==> src/rtl/multicycle_control.sv <==
// Multicycle MIPS control unit.
// Moore-decoded datapath controls for fetch/decode/execute/memory/writeback,
// including the extended ops (bn, balmn, jrsal, jmadd, balrz) and jr.
// Memory states wait on mem_ready with an optional bounded timeout. Illegal
// opcodes, timeouts and unused state encodings all fall into a sticky TRAP.
// Handshake: a memory access is held (strobe and address select stable)
// until mem_ready is sampled high on a rising clock edge. That same edge
// completes the access. mem_ready is ignored outside memory states.
module multicycle_control #(
   parameter int OP_W        = 6,
   parameter int FN_W        = 6,
   parameter int MEM_TIMEOUT = 15,
   parameter int EXT_EN      = 1
) (
   input  logic            clk,
   input  logic            reset,
   input  logic [OP_W-1:0] op,
   input  logic [FN_W-1:0] funct,
   input  logic            mem_ready,
   input  logic            zero,
   input  logic            neg_flag,
   input  logic            zero_flag,
   output logic            pc_write,
   output logic [1:0]      pc_source,
   output logic [1:0]      iord,
   output logic            mem_read,
   output logic            mem_write,
   output logic            ir_write,
   output logic [1:0]      reg_dst,
   output logic [1:0]      mem_to_reg,
   output logic            reg_write,
   output logic            alu_src_a,
   output logic [1:0]      alu_src_b,
   output logic [1:0]      alu_op,
   output logic            status_write,
   output logic [3:0]      state_o,
   output logic            error
);

   // State encodings (exposed on state_o for debug).
   localparam logic [3:0] S_FETCH  = 4'd0;
   localparam logic [3:0] S_DECODE = 4'd1;
   localparam logic [3:0] S_MEMADR = 4'd2;
   localparam logic [3:0] S_MEMRD  = 4'd3;
   localparam logic [3:0] S_MEMWB  = 4'd4;
   localparam logic [3:0] S_MEMWR  = 4'd5;
   localparam logic [3:0] S_REXEC  = 4'd6;
   localparam logic [3:0] S_RWB    = 4'd7;
   localparam logic [3:0] S_BRANCH = 4'd8;
   localparam logic [3:0] S_JREG   = 4'd9;
   localparam logic [3:0] S_JMRD   = 4'd10;
   localparam logic [3:0] S_JMJMP  = 4'd11;
   localparam logic [3:0] S_TRAP   = 4'd12;

   // Opcode and funct values.
   localparam logic [OP_W-1:0] OP_RTYPE = OP_W'(6'h00);
   localparam logic [OP_W-1:0] OP_LW    = OP_W'(6'h23);
   localparam logic [OP_W-1:0] OP_SW    = OP_W'(6'h2B);
   localparam logic [OP_W-1:0] OP_BEQ   = OP_W'(6'h04);
   localparam logic [OP_W-1:0] OP_BN    = OP_W'(6'h25);
   localparam logic [OP_W-1:0] OP_BALMN = OP_W'(6'h24);
   localparam logic [OP_W-1:0] OP_JRSAL = OP_W'(6'h19);
   localparam logic [FN_W-1:0] FN_JR    = FN_W'(6'h08);
   localparam logic [FN_W-1:0] FN_JMADD = FN_W'(6'h32);
   localparam logic [FN_W-1:0] FN_BALRZ = FN_W'(6'h16);

   // Wait timer sizing; a zero timeout means wait forever.
   localparam int             TW         = (MEM_TIMEOUT < 2) ? 1 : $clog2(MEM_TIMEOUT + 1);
   localparam logic [TW-1:0]  TMAX       = TW'(MEM_TIMEOUT);
   localparam logic           TIMEOUT_EN = (MEM_TIMEOUT != 0);
   localparam logic           EXT        = (EXT_EN != 0);

   logic [3:0]    r_state;
   logic [3:0]    w_next;
   logic [TW-1:0] r_timer;
   logic          r_error;

   // Instruction decode. Extended ops are gated by EXT so that they decode
   // as illegal when the extension is disabled.
   logic w_op_r, w_op_lw, w_op_sw, w_op_beq, w_op_bn, w_op_balmn, w_op_jrsal;
   logic w_is_jr, w_is_jmadd, w_is_balrz, w_fn_ext_raw, w_r_normal;
   logic w_mem_state, w_timeout;

   assign w_op_r       = (op == OP_RTYPE);
   assign w_op_lw      = (op == OP_LW);
   assign w_op_sw      = (op == OP_SW);
   assign w_op_beq     = (op == OP_BEQ);
   assign w_op_bn      = (op == OP_BN) && EXT;
   assign w_op_balmn   = (op == OP_BALMN) && EXT;
   assign w_op_jrsal   = (op == OP_JRSAL) && EXT;
   assign w_is_jr      = w_op_r && (funct == FN_JR);
   assign w_is_jmadd   = w_op_r && (funct == FN_JMADD) && EXT;
   assign w_is_balrz   = w_op_r && (funct == FN_BALRZ) && EXT;
   // Extended functs never fall through to plain R-type execution, even
   // when disabled; they must trap instead.
   assign w_fn_ext_raw = (funct == FN_JMADD) || (funct == FN_BALRZ);
   assign w_r_normal   = w_op_r && (funct != FN_JR) && !w_fn_ext_raw;

   // Memory-wait states and timeout qualifier. A coincident mem_ready
   // completes the access rather than timing out.
   assign w_mem_state = (r_state == S_FETCH) || (r_state == S_MEMRD) ||
                        (r_state == S_MEMWR) || (r_state == S_JMRD);
   assign w_timeout   = TIMEOUT_EN && w_mem_state && !mem_ready && (r_timer == TMAX);

   // Next-state selection.
   always_comb begin
      w_next = r_state;
      case (r_state)
         S_FETCH: begin
            if (mem_ready)      w_next = S_DECODE;
            else if (w_timeout) w_next = S_TRAP;
         end
         S_DECODE: begin
            if (w_op_lw || w_op_sw || w_op_balmn) w_next = S_MEMADR;
            else if (w_r_normal)                  w_next = S_REXEC;
            else if (w_is_jr || w_is_balrz)       w_next = S_JREG;
            else if (w_is_jmadd || w_op_jrsal)    w_next = S_JMRD;
            else if (w_op_beq || w_op_bn)         w_next = S_BRANCH;
            else                                  w_next = S_TRAP;
         end
         S_MEMADR: w_next = w_op_sw ? S_MEMWR : S_MEMRD;
         S_MEMRD: begin
            if (mem_ready)      w_next = S_MEMWB;
            else if (w_timeout) w_next = S_TRAP;
         end
         S_MEMWB:  w_next = S_FETCH;
         S_MEMWR: begin
            if (mem_ready)      w_next = S_FETCH;
            else if (w_timeout) w_next = S_TRAP;
         end
         S_REXEC:  w_next = S_RWB;
         S_RWB:    w_next = S_FETCH;
         S_BRANCH: w_next = S_FETCH;
         S_JREG:   w_next = S_FETCH;
         S_JMRD: begin
            if (mem_ready)      w_next = S_JMJMP;
            else if (w_timeout) w_next = S_TRAP;
         end
         S_JMJMP:  w_next = S_FETCH;
         S_TRAP:   w_next = S_TRAP;
         default:  w_next = S_TRAP;
      endcase
   end

   // State register.
   always_ff @(posedge clk or posedge reset) begin
      if (reset) r_state <= S_FETCH;
      else       r_state <= w_next;
   end

   // Wait-cycle timer: counts stalled memory cycles, restarts on any state change.
   always_ff @(posedge clk or posedge reset) begin
      if (reset)
         r_timer <= '0;
      else if (w_next != r_state)
         r_timer <= '0;
      else if (TIMEOUT_EN && w_mem_state && !mem_ready && (r_timer != TMAX))
         r_timer <= r_timer + 1'b1;
   end

   // Sticky error flag, raised on the edge that enters TRAP.
   always_ff @(posedge clk or posedge reset) begin
      if (reset)                 r_error <= 1'b0;
      else if (w_next == S_TRAP) r_error <= 1'b1;
   end

   // Moore output decode with combinational qualifiers.
   always_comb begin
      pc_write     = 1'b0;
      pc_source    = 2'b00;
      iord         = 2'b00;
      mem_read     = 1'b0;
      mem_write    = 1'b0;
      ir_write     = 1'b0;
      reg_dst      = 2'b00;
      mem_to_reg   = 2'b00;
      reg_write    = 1'b0;
      alu_src_a    = 1'b0;
      alu_src_b    = 2'b00;
      alu_op       = 2'b00;
      status_write = 1'b0;
      case (r_state)
         S_FETCH: begin
            mem_read  = 1'b1;
            alu_src_b = 2'b01;
            ir_write  = mem_ready;
            pc_write  = mem_ready;
         end
         S_DECODE: begin
            alu_src_b = 2'b11;
         end
         S_MEMADR: begin
            alu_src_a = 1'b1;
            alu_src_b = 2'b10;
         end
         S_MEMRD: begin
            mem_read = 1'b1;
            iord     = 2'b01;
         end
         S_MEMWB: begin
            reg_write  = 1'b1;
            mem_to_reg = 2'b01;
            pc_write   = w_op_balmn && neg_flag;
         end
         S_MEMWR: begin
            mem_write = 1'b1;
            iord      = 2'b01;
         end
         S_REXEC: begin
            alu_src_a    = 1'b1;
            alu_op       = 2'b10;
            status_write = 1'b1;
         end
         S_RWB: begin
            reg_write = 1'b1;
            reg_dst   = 2'b01;
         end
         S_BRANCH: begin
            alu_src_a = 1'b1;
            alu_op    = 2'b01;
            pc_source = 2'b01;
            pc_write  = w_op_beq ? zero : (w_op_bn && neg_flag);
         end
         S_JREG: begin
            pc_source = 2'b11;
            if (w_is_balrz) begin
               pc_write   = zero_flag;
               reg_write  = zero_flag;
               reg_dst    = 2'b10;
               mem_to_reg = 2'b10;
            end else begin
               pc_write = w_is_jr;
            end
         end
         S_JMRD: begin
            mem_read = 1'b1;
            iord     = 2'b10;
         end
         S_JMJMP: begin
            pc_write  = 1'b1;
            pc_source = 2'b10;
            if (w_op_jrsal) begin
               reg_write  = 1'b1;
               reg_dst    = 2'b10;
               mem_to_reg = 2'b10;
            end
         end
         default: ;
      endcase
   end

   assign state_o = r_state;
   assign error   = r_error;

endmodule
==> config.mk <==
export PLATFORM = sky130hd
export DESIGN_NAME = multicycle_control
export DESIGN_NICKNAME = d
export VERILOG_FILES = /design/src/rtl/multicycle_control.sv
export SDC_FILE = /design/constraint.sdc
export NUM_CORES = 1
export LEC_CHECK = 0
export ABC_AREA = 1
export BUFFER_PORTS_ARGS = -buffer_cell sky130_fd_sc_hd__buf_4
export CORE_MARGIN = 4
export CORE_UTILIZATION = 45
export DETAILED_ROUTE_END_ITERATION = 12
export GPL_ROUTABILITY_DRIVEN = 1
export PLACE_DENSITY = 0.75
export SLEW_MARGIN = 5
export SYNTH_ARGS = -nofsm -noshare
export SYNTH_HDL_FRONTEND = slang
export SYNTH_SLANG_ARGS = --single-unit
==> constraint.sdc <==
create_clock -name clk -period 2.9 [get_ports clk]
set_input_delay 0.87 -clock clk [delete_from_list [all_inputs] [get_ports clk]]
set_output_delay 0.87 -clock clk [all_outputs]
set_load 0.02 [all_outputs]
# [Yosys cells after proc, flatten, opt, wreduce, memory -nomap -nowiden]
# Cells that the tools add are included.
[classes] n_eq_ne=25 n_reduce_logical=29 n_addsub=1 muxes=33
[ops] operator="$mux 4" count=9
[ops] operator="$pmux 4 s8" count=1
[ops] operator="$eq 6x6->1 const B" count=5
[ops] operator="$eq 4x4->1 const B" count=6
[ops] operator="$pmux 2 s3" count=4
[ops] operator="$eq 4x3->1 const B" count=4
[ops] operator="$eq 6x5->1 const B" count=2
[ops] operator="$mux 3" count=4
[ops] operator="$logic_and 1x1->1" count=10
[ops] operator="$logic_or 1x1->1" count=9
[ops] operator="$mux 1" count=9
[ops] operator="$eq 4x2->1 const B" count=2
[ops] operator="$pmux 2 s2" count=2
[ops] operator="$eq 6x3->1 const B" count=1
[ops] operator="$eq 6x4->1 const B" count=1
[ops] operator="$logic_not 6->1" count=1
[ops] operator="$ne 6x4->1 const B" count=1
[ops] operator="$reduce_or 3->1" count=2
[ops] operator="$pmux 1 s5" count=1
[ops] operator="$reduce_or 5->1" count=1
[ops] operator="$add 4x1->4 const B" count=1
[ops] operator="$eq 4x1->1 const B" count=1
[ops] operator="$logic_not 4->1" count=1
[ops] operator="$mux 2" count=2
[ops] operator="6 further kinds" count=8
[word_totals] in_bits=18 regBits=9 out_inout_bits=24

# [Depth between registers and ports, before layout]
# Gate-level depths: netlist (run 1).
[depth] depth_word=11 depth_mapped=14 mapped_depth_nobuf=13

# [Least setup slack after synthesis (run 1)]
# Ideal clock, no wire load.
[synth_path] path_kind="input to output" startpoint="input op[0]" endpoint="output pc_write" required_ps=2030 setup_slack_ps=-141 path_stages=5 t_arrival_ps=2171 path_buffers=0 cell_sequence="nor2_1 > nand3_1 > inv_1 > nand2_1 > o311ai_0"
[synth_via] elab_chain_cells=4
[synth_rtl] item="start: declaration" line_no="17" text="input logic [OP_W-1:0] op,"
[synth_rtl] item="$eq 6x6->1 or $logic_not 6->1 (tied branches)" line_no="88, 84"
[synth_rtl] item="$logic_and 1x1->1, on equally long branches" line_no="222, 91, 93"
[synth_rtl] item="$mux 1, on equally long branches" line_no="222, 226"
[synth_rtl] item="$pmux 1 s5 *" line_no="182" text="case (r_state)"
[synth_rtl] item="end: declaration" line_no="23" text="output logic pc_write,"
# Every way passes the cells marked *; elsewhere a longest branch is shown, timed or not.

# [Worst setup path in the final report (run 1)]
[layout_path] startpoint="input op[4]" endpoint="output pc_write"
# Same word-level chain as after synthesis.

==> results.py, run 1 <==
metrics = {
    "critical_path": {
        "crit_buf_inv": 3,
        "path_max_fanout": 3,
        "worst_ep_arrival_time_ns": 1.95,
        "crit_top_cell": "nor2_1",
        "end_kind": "primary output",
        "start_kind": "input port",
        "timing.rr.end": "r_timer[2]",
        "crit_path_top_delay_cell": "nor2_1",
        "path_class": "in -> out",
        "endpoint": "pc_write",
        "r2r_start": "state_o[1]",
        "critPathRequiredTime_ns": 2.03,
        "crit_start": "op[4]",
        "crit_family": "simple AND/OR/NAND/NOR gates",
        "r2r_setup_slack_ns": 0.95,
        "reg2reg_depth": 11,
        "slowest_delay_ns": 0.21,
        "crit_cells": 8,
        "cp_cell_sequence": "buf_4 > nor2_1 > nand3_1 > nor2_1 > inv_1 > nor2_1 > o311ai_1 > buf_4",
    },
    "finish": {
        "nNetsFinal": 245,
        "drive_above_1_share": 0.302,
        "fillers": 226,
        "seq_area_um2": 225,
        "num_antenna_cells": 0,
        "final_cell_mix": "buf_4, nor2_1, nand2_1, inv_1, nand3_1",
        "final_common_cell": "buf_4",
        "syn_to_final_growth_pct": 32.4,
        "multi_input_area_um2": 724,
    },
    "synthesis": {
        "synth_area_per_cell_um2": 5.94,
        "syn_nets": 201,
        "ys_seq_area_frac": 0.208,
        "synthTopCellsByArea": "dfrtp_1, nor2_1, nand2_1",
        "netlist_area_mm2": 0.00108,
        "synth_compound_area_frac": 0.108,
        "synthAdderAreaFrac": 0.0116,
        "synthSimpleGateAreaFrac": 0.527,
        "syn_inst": 182,
        "synth_top_family_by_area": "simple AND/OR/NAND/NOR gates",
        "ys_ff_latch": 9,
        "synth_area_leader_cell": "dfrtp_1",
        "synth_xor_area_frac": 0.0243,
        "synth.area.mux_share": 0,
        "yosysWarnings": 0,
        "netlist-cell-type-count": 28,
        "synth_top_area_share": 0.208,
    },
    "placed_design": {
        "place_congestion": 0.867,
        "portBuffers": 41,
        "hpwl_um": 2580,
    },
    "pwr": {
        "irDropWorstVdd_mv": 0.221,
        "leakagePower_uw": 0.000774,
        "power.total_uw": 264,
        "power.density_mw_per_mm2": 185,
    },
    "flow_run": {
        "drv_cap": 0,
    },
    "cts": {
        "cts.repair.resized": 0,
        "htreeDepth": 1,
        "cts.path.max_buffers": 2,
        "clk_latency_ns": 0.26,
        "ctsHoldBuffers": 0,
        "cts_tree": "built",
        "post_cts_buffers": 0,
        "cts-buffers-inserted": 3,
        "clk_pin_slew_worst_paths_ns": 0.06,
        "cts.sinks": 9,
        "cts-root-buf": "clkbuf_4",
    },
    "sta": {
        "fin_crit_ns": 2.82,
        "tightestPinTransition_ns": 0.409,
        "slew_violations": 0,
        "relSlewSlack": 0.723,
        "timing.final.crit_share": 0.972,
        "fmax_mhz": 355,
        "rsz0062_at_grt": "false",
        "fin_worst_skew_ns": 0.00129,
        "timing.final.hold_violations": 0,
        "setup_viol": 0,
        "tns_ns": 0,
    },
    "global_route": {
        "grt_pass1_vias": 1260,
        "grt_max_degree": 10,
        "grt_antenna_before_repair": 0,
        "grt_overflow": 0,
        "grtUsageTotal": 0.188,
        "grt_pass1_wl_um": 4980,
    },
    "floorplan": {
        "core.rowCount": 17,
        "initial_core_util": 0.479,
        "die_height_um": 57.0,
        "die-area_mm2": 0.00325,
        "core-area_mm2": 0.00225,
        "io_pins": 42,
        "die_w_um": 57.0,
    },
    "routing": {
        "dr.first_iter.drc_count": 39,
        "totalWireLength_um": 3080,
        "vias_per_cell": 5.25,
        "first_pass_iters": 4,
        "drtAntennaViolNets": 0,
        "vias": 1328,
        "wire_per_inst_um": 12.2,
        "drc_errors": 0,
    },
    "worst_hold_path": {
        "min_path_type": "reg -> reg",
    },
    "status": {
        "status": "completed",
    },
}
## worst register-to-register path, delay by kind of cell (launching register included)
kind / cells / cell delay (ns)
AND/OR/NAND/NOR: 8 / 0.95
flip-flops: 1 / 0.50
buffers and inverters: 2 / 0.24
XOR/XNOR: 1 / 0.18
## power by group
group	switching, uW	total [uW]	internal, uW	leakage (uW)
logic	21.5	43.0	21.5	0.000649
clock network	42.8	95.8	53.0	0.0000150
registers	0	126	126	0.000110
## registers in the layout, summed over array words and instances, names as in the netlist
signal   cells
r_timer      4
error        1
state_o      4
## stage by stage
| step | cell area, um^2 | setup slack [ns] | util | std cells | hold slack, ns |
|---|---|---|---|---|---|
| 4_1_cts | 1430 | 0.0995 | 0.635 | 253 | 0.471 |
| 3_5_place_dp | 1410 | 0.0988 | 0.623 | 249 | 0.454 |
| 2_1_floorplan | 1080 | 0.104 | - | 182 | 0.565 |
| 3_3_place_gp | 1410 | 0.146 | 0.623 | 249 | 0.444 |
| 5_1_grt | 1430 | 0.00220 | 0.635 | 253 | 0.505 |
| 6_report | 1430 | 0.0807 | 0.635 | 253 | 0.467 |
## synth_stat cells (all sizes together)
cell,number
a21o,1
a21oi,4
a311oi,1
and3,1
buf,3
dfrtp,9
ha,1
inv,28
nand2,45
nand3,22
nand4,2
nor2,44
nor3,4
o211ai,1
o21ai,8
o22ai,1
o311ai,3
or2,1
xnor2,1
xor2,2
## layer usage
layer  vias to the layer above  GRT usage  share of wire
met3                         9     0.0339          0.066
met5                         -          0              0
met1                       597      0.230           0.44
met2                        46      0.325           0.47
met4                         0     0.0762          0.018
li1                        676          -              -
## area by class of cell
cell class,instances,share of cell area
Timing Repair Buffer,42,0.220
Inverter,28,0.0734
Tap cell,28,0.0245
Multi-Input combinational cell,142,0.506
Clock buffer,4,0.0184
Sequential cell,9,0.157
## cell families (layout without fill, tap and decap cells)
kind of cell,after synthesis,in the layout
xor+xnor,3,3
flops,9,9
buf+inv,31,74
compound gates,19,19
simple gates,119,119
fa+ha+maj,1,1
## worst min path at each step
| stage | depth (start not counted) | end | from |
|---|---|---|---|
| 5_1_grt | 1 | error | error |
| 6_report | 1 | error | error |
| 3_3_place_gp | 1 | error | error |
| 3_5_place_dp | 1 | error | error |
| 4_1_cts | 1 | error | error |
| 2_1_floorplan | 1 | error | error |
(Power assumes the default switching activity.)
==> run 2, diff against run 1 <==
--- a/config.mk
+++ b/config.mk
@@ -7,5 +7,5 @@
 export LEC_CHECK = 0
 export ABC_AREA = 1
-export BUFFER_PORTS_ARGS = -buffer_cell sky130_fd_sc_hd__buf_4
+export BUFFER_PORTS_ARGS = -buffer_cell sky130_fd_sc_hd__buf_2
 export CORE_MARGIN = 4
 export CORE_UTILIZATION = 45
==> constraint.sdc (replaced) <==
create_clock -name clk -period 2.9 [get_ports clk]
set_input_delay 0.87 -clock clk [delete_from_list [all_inputs] [get_ports clk]]
set_output_delay 0.87 -clock clk [all_outputs]
set_load 0.1 [all_outputs]
==> run 2 against run 1 <==
Largest power group unchanged. Global-route usage rose by 0.34 points. Worst hold slack got worse by 0.018 ns. Combinational power fell by 4%. Final cell count rose by 0.79%. Clock skew rose by 0.0034 ns. Register-to-register slack got worse by 0.02 ns. Clock-buffer cell count did not move.
==> results.py, run 2 (synthesis results as in run 1) <==
metrics = {
    "routing": {
        "wire_per_inst_um": 12.0,
        "dr.first_iter.drc_count": 30,
        "first_pass_iters": 4,
        "vias": 1317,
        "drtAntennaViolNets": 0,
        "vias_per_cell": 5.16,
        "drc_errors": 0,
        "totalWireLength_um": 3050,
    },
    "critical_path": {
        "worst_ep_arrival_time_ns": 1.98,
        "start_kind": "input port",
        "reg2reg_depth": 11,
        "path_max_fanout": 3,
        "critPathRequiredTime_ns": 2.03,
        "endpoint": "pc_write",
        "crit_start": "op[0]",
        "end_kind": "primary output",
        "r2r_start": "state_o[0]",
        "path_class": "in -> out",
        "timing.rr.end": "r_timer[2]",
        "r2r_setup_slack_ns": 0.93,
    },
    "pwr": {
        "power_frac_seq": 0.474,
        "power.share.clock": 0.369,
        "combinationalPowerShare": 0.156,
        "irDropWorstVdd_mv": 0.222,
        "power.density_mw_per_mm2": 168,
        "power_switching_uw": 69.8,
        "leakagePower_uw": 0.000791,
        "swShare": 0.264,
        "p_int_uw": 195,
    },
    "sta": {
        "fmax_mhz": 351,
        "timing.final.hold_violations": 0,
        "fin_crit_ns": 2.85,
        "timing.final.crit_share": 0.982,
        "setup_viol": 0,
        "fin_worst_skew_ns": 0.00466,
        "slew_violations": 0,
        "relSlewSlack": 0.671,
        "rsz0062_at_grt": "true",
        "tightestPinTransition_ns": 0.486,
    },
    "cts": {
        "cts-buffers-inserted": 3,
        "cts-root-buf": "clkbuf_4",
        "post_cts_buffers": 0,
        "ctsHoldBuffers": 0,
        "clk_latency_ns": 0.27,
        "cts_tree": "built",
        "cts.sinks": 9,
        "clk_pin_slew_worst_paths_ns": 0.06,
        "cts.path.max_buffers": 2,
        "htreeDepth": 1,
    },
    "placed_design": {
        "hpwl_um": 2500,
        "portBuffers": 41,
        "place_congestion": 0.894,
        "placed_cells": 251,
    },
    "floorplan": {
        "initial_core_util": 0.479,
        "die_w_um": 57.0,
        "core-area_mm2": 0.00225,
        "io_pins": 42,
        "core.rowCount": 17,
        "die_height_um": 57.0,
        "die-area_mm2": 0.00325,
    },
    "finish": {
        "fin_cells": 255,
        "final_cell_mix": "buf_2, nand2_1, nor2_1, inv_1, nand3_1",
        "num_antenna_cells": 0,
        "final_common_cell": "buf_2",
        "syn_to_final_growth_pct": 45.5,
        "drive_above_1_share": 0.436,
        "postLayoutCoreUtil": 0.698,
        "nNetsFinal": 247,
    },
    "global_route": {
        "grtUsageTotal": 0.192,
        "grt_pass1_vias": 1243,
        "grt_pass1_wl_um": 5110,
        "grt_max_degree": 10,
        "grt_overflow": 0,
        "grt_antenna_before_repair": 0,
    },
    "worst_hold_path": {
        "hold_start": "error",
        "min_path_type": "reg -> reg",
    },
    "status": {
        "status": "completed",
    },
    "flow_run": {
        "drv_cap": 0,
    },
}
## run 2: cell types whose count changed in the layout (fill, tap and decap cells not counted), moves of 3 or more
cell,previous run,this run
nand2_1,37,34
nor2_2,3,7
dfrtp_1,9,5
nor2_4,1,9
buf_12,0,4
buf_2,0,37
nor2_1,40,28
nand3_2,2,5
buf_4,42,3
nand3_1,20,16
## run 2: worst min-delay path by stage
stage               slack (ns)    endpoint  cells past startpoint
floorplan                 0.57  r_timer[0]                      2
global placement          0.44       error                      1
detailed placement        0.44       error                      1
CTS                       0.46       error                      1
global route              0.48       error                      1
finish                    0.45       error                      1
## run 2: per-stage QoR
stage	power, uW	TNS, ns	hold slack (ns)	setup WS, ns	instance area, um^2
floorplan	145	-0.451	0.568	-0.155	1200
global placement	163	0	0.437	0.0457	1500
detailed placement	164	-0.0100	0.445	-0.0100	1500
CTS	264	0	0.457	0.0384	1520
global route	280	-0.0390	0.484	-0.0369	1570
finish	265	0	0.449	0.0508	1570
## run 2: area by class of cell
type	instances	area, um^2
inverters	28	105
flip-flops and latches	9	235
repair buffers	44	288
well taps	28	35.0
clock buffers	4	26.3
multi-input cells	142	883
fillers	214	682
## run 2: routing by layer
metal / vias to the layer above / global-route usage / part of all wire
met5: - / 0 / 0
met4: 0 / 0.0497 / 0.020
met3: 9 / 0.0339 / 0.054
met2: 39 / 0.339 / 0.50
met1: 596 / 0.238 / 0.42
li1: 673 / - / -
## run 2: power groups by stage
stage / registers [uW] / logic (uW) / clock network, uW
4_1_cts: 125 / 36.8 / 102
2_1_floorplan: 128 / 16.8 / 0
3_5_place_dp: 128 / 36.3 / 0
5_1_grt: 125 / 46.8 / 108
3_3_place_gp: 128 / 34.9 / 0
6_report: 126 / 41.4 / 97.8
## run 2: what timing repair did
action,in CTS,in global routing
endpoints found under the setup margin,1,3
pin swaps,0,2
gates resized for setup,1,11
gates cloned,0,0
## run 2: worst max-delay path: stages
cell,delay (ns)
buf_2,0.12
inv_1,0.04
nor2_1,0.15
nand3_1,0.15
o21ai_0,0.16
o211ai_1,0.14
o311ai_4,0.12
buf_12,0.21
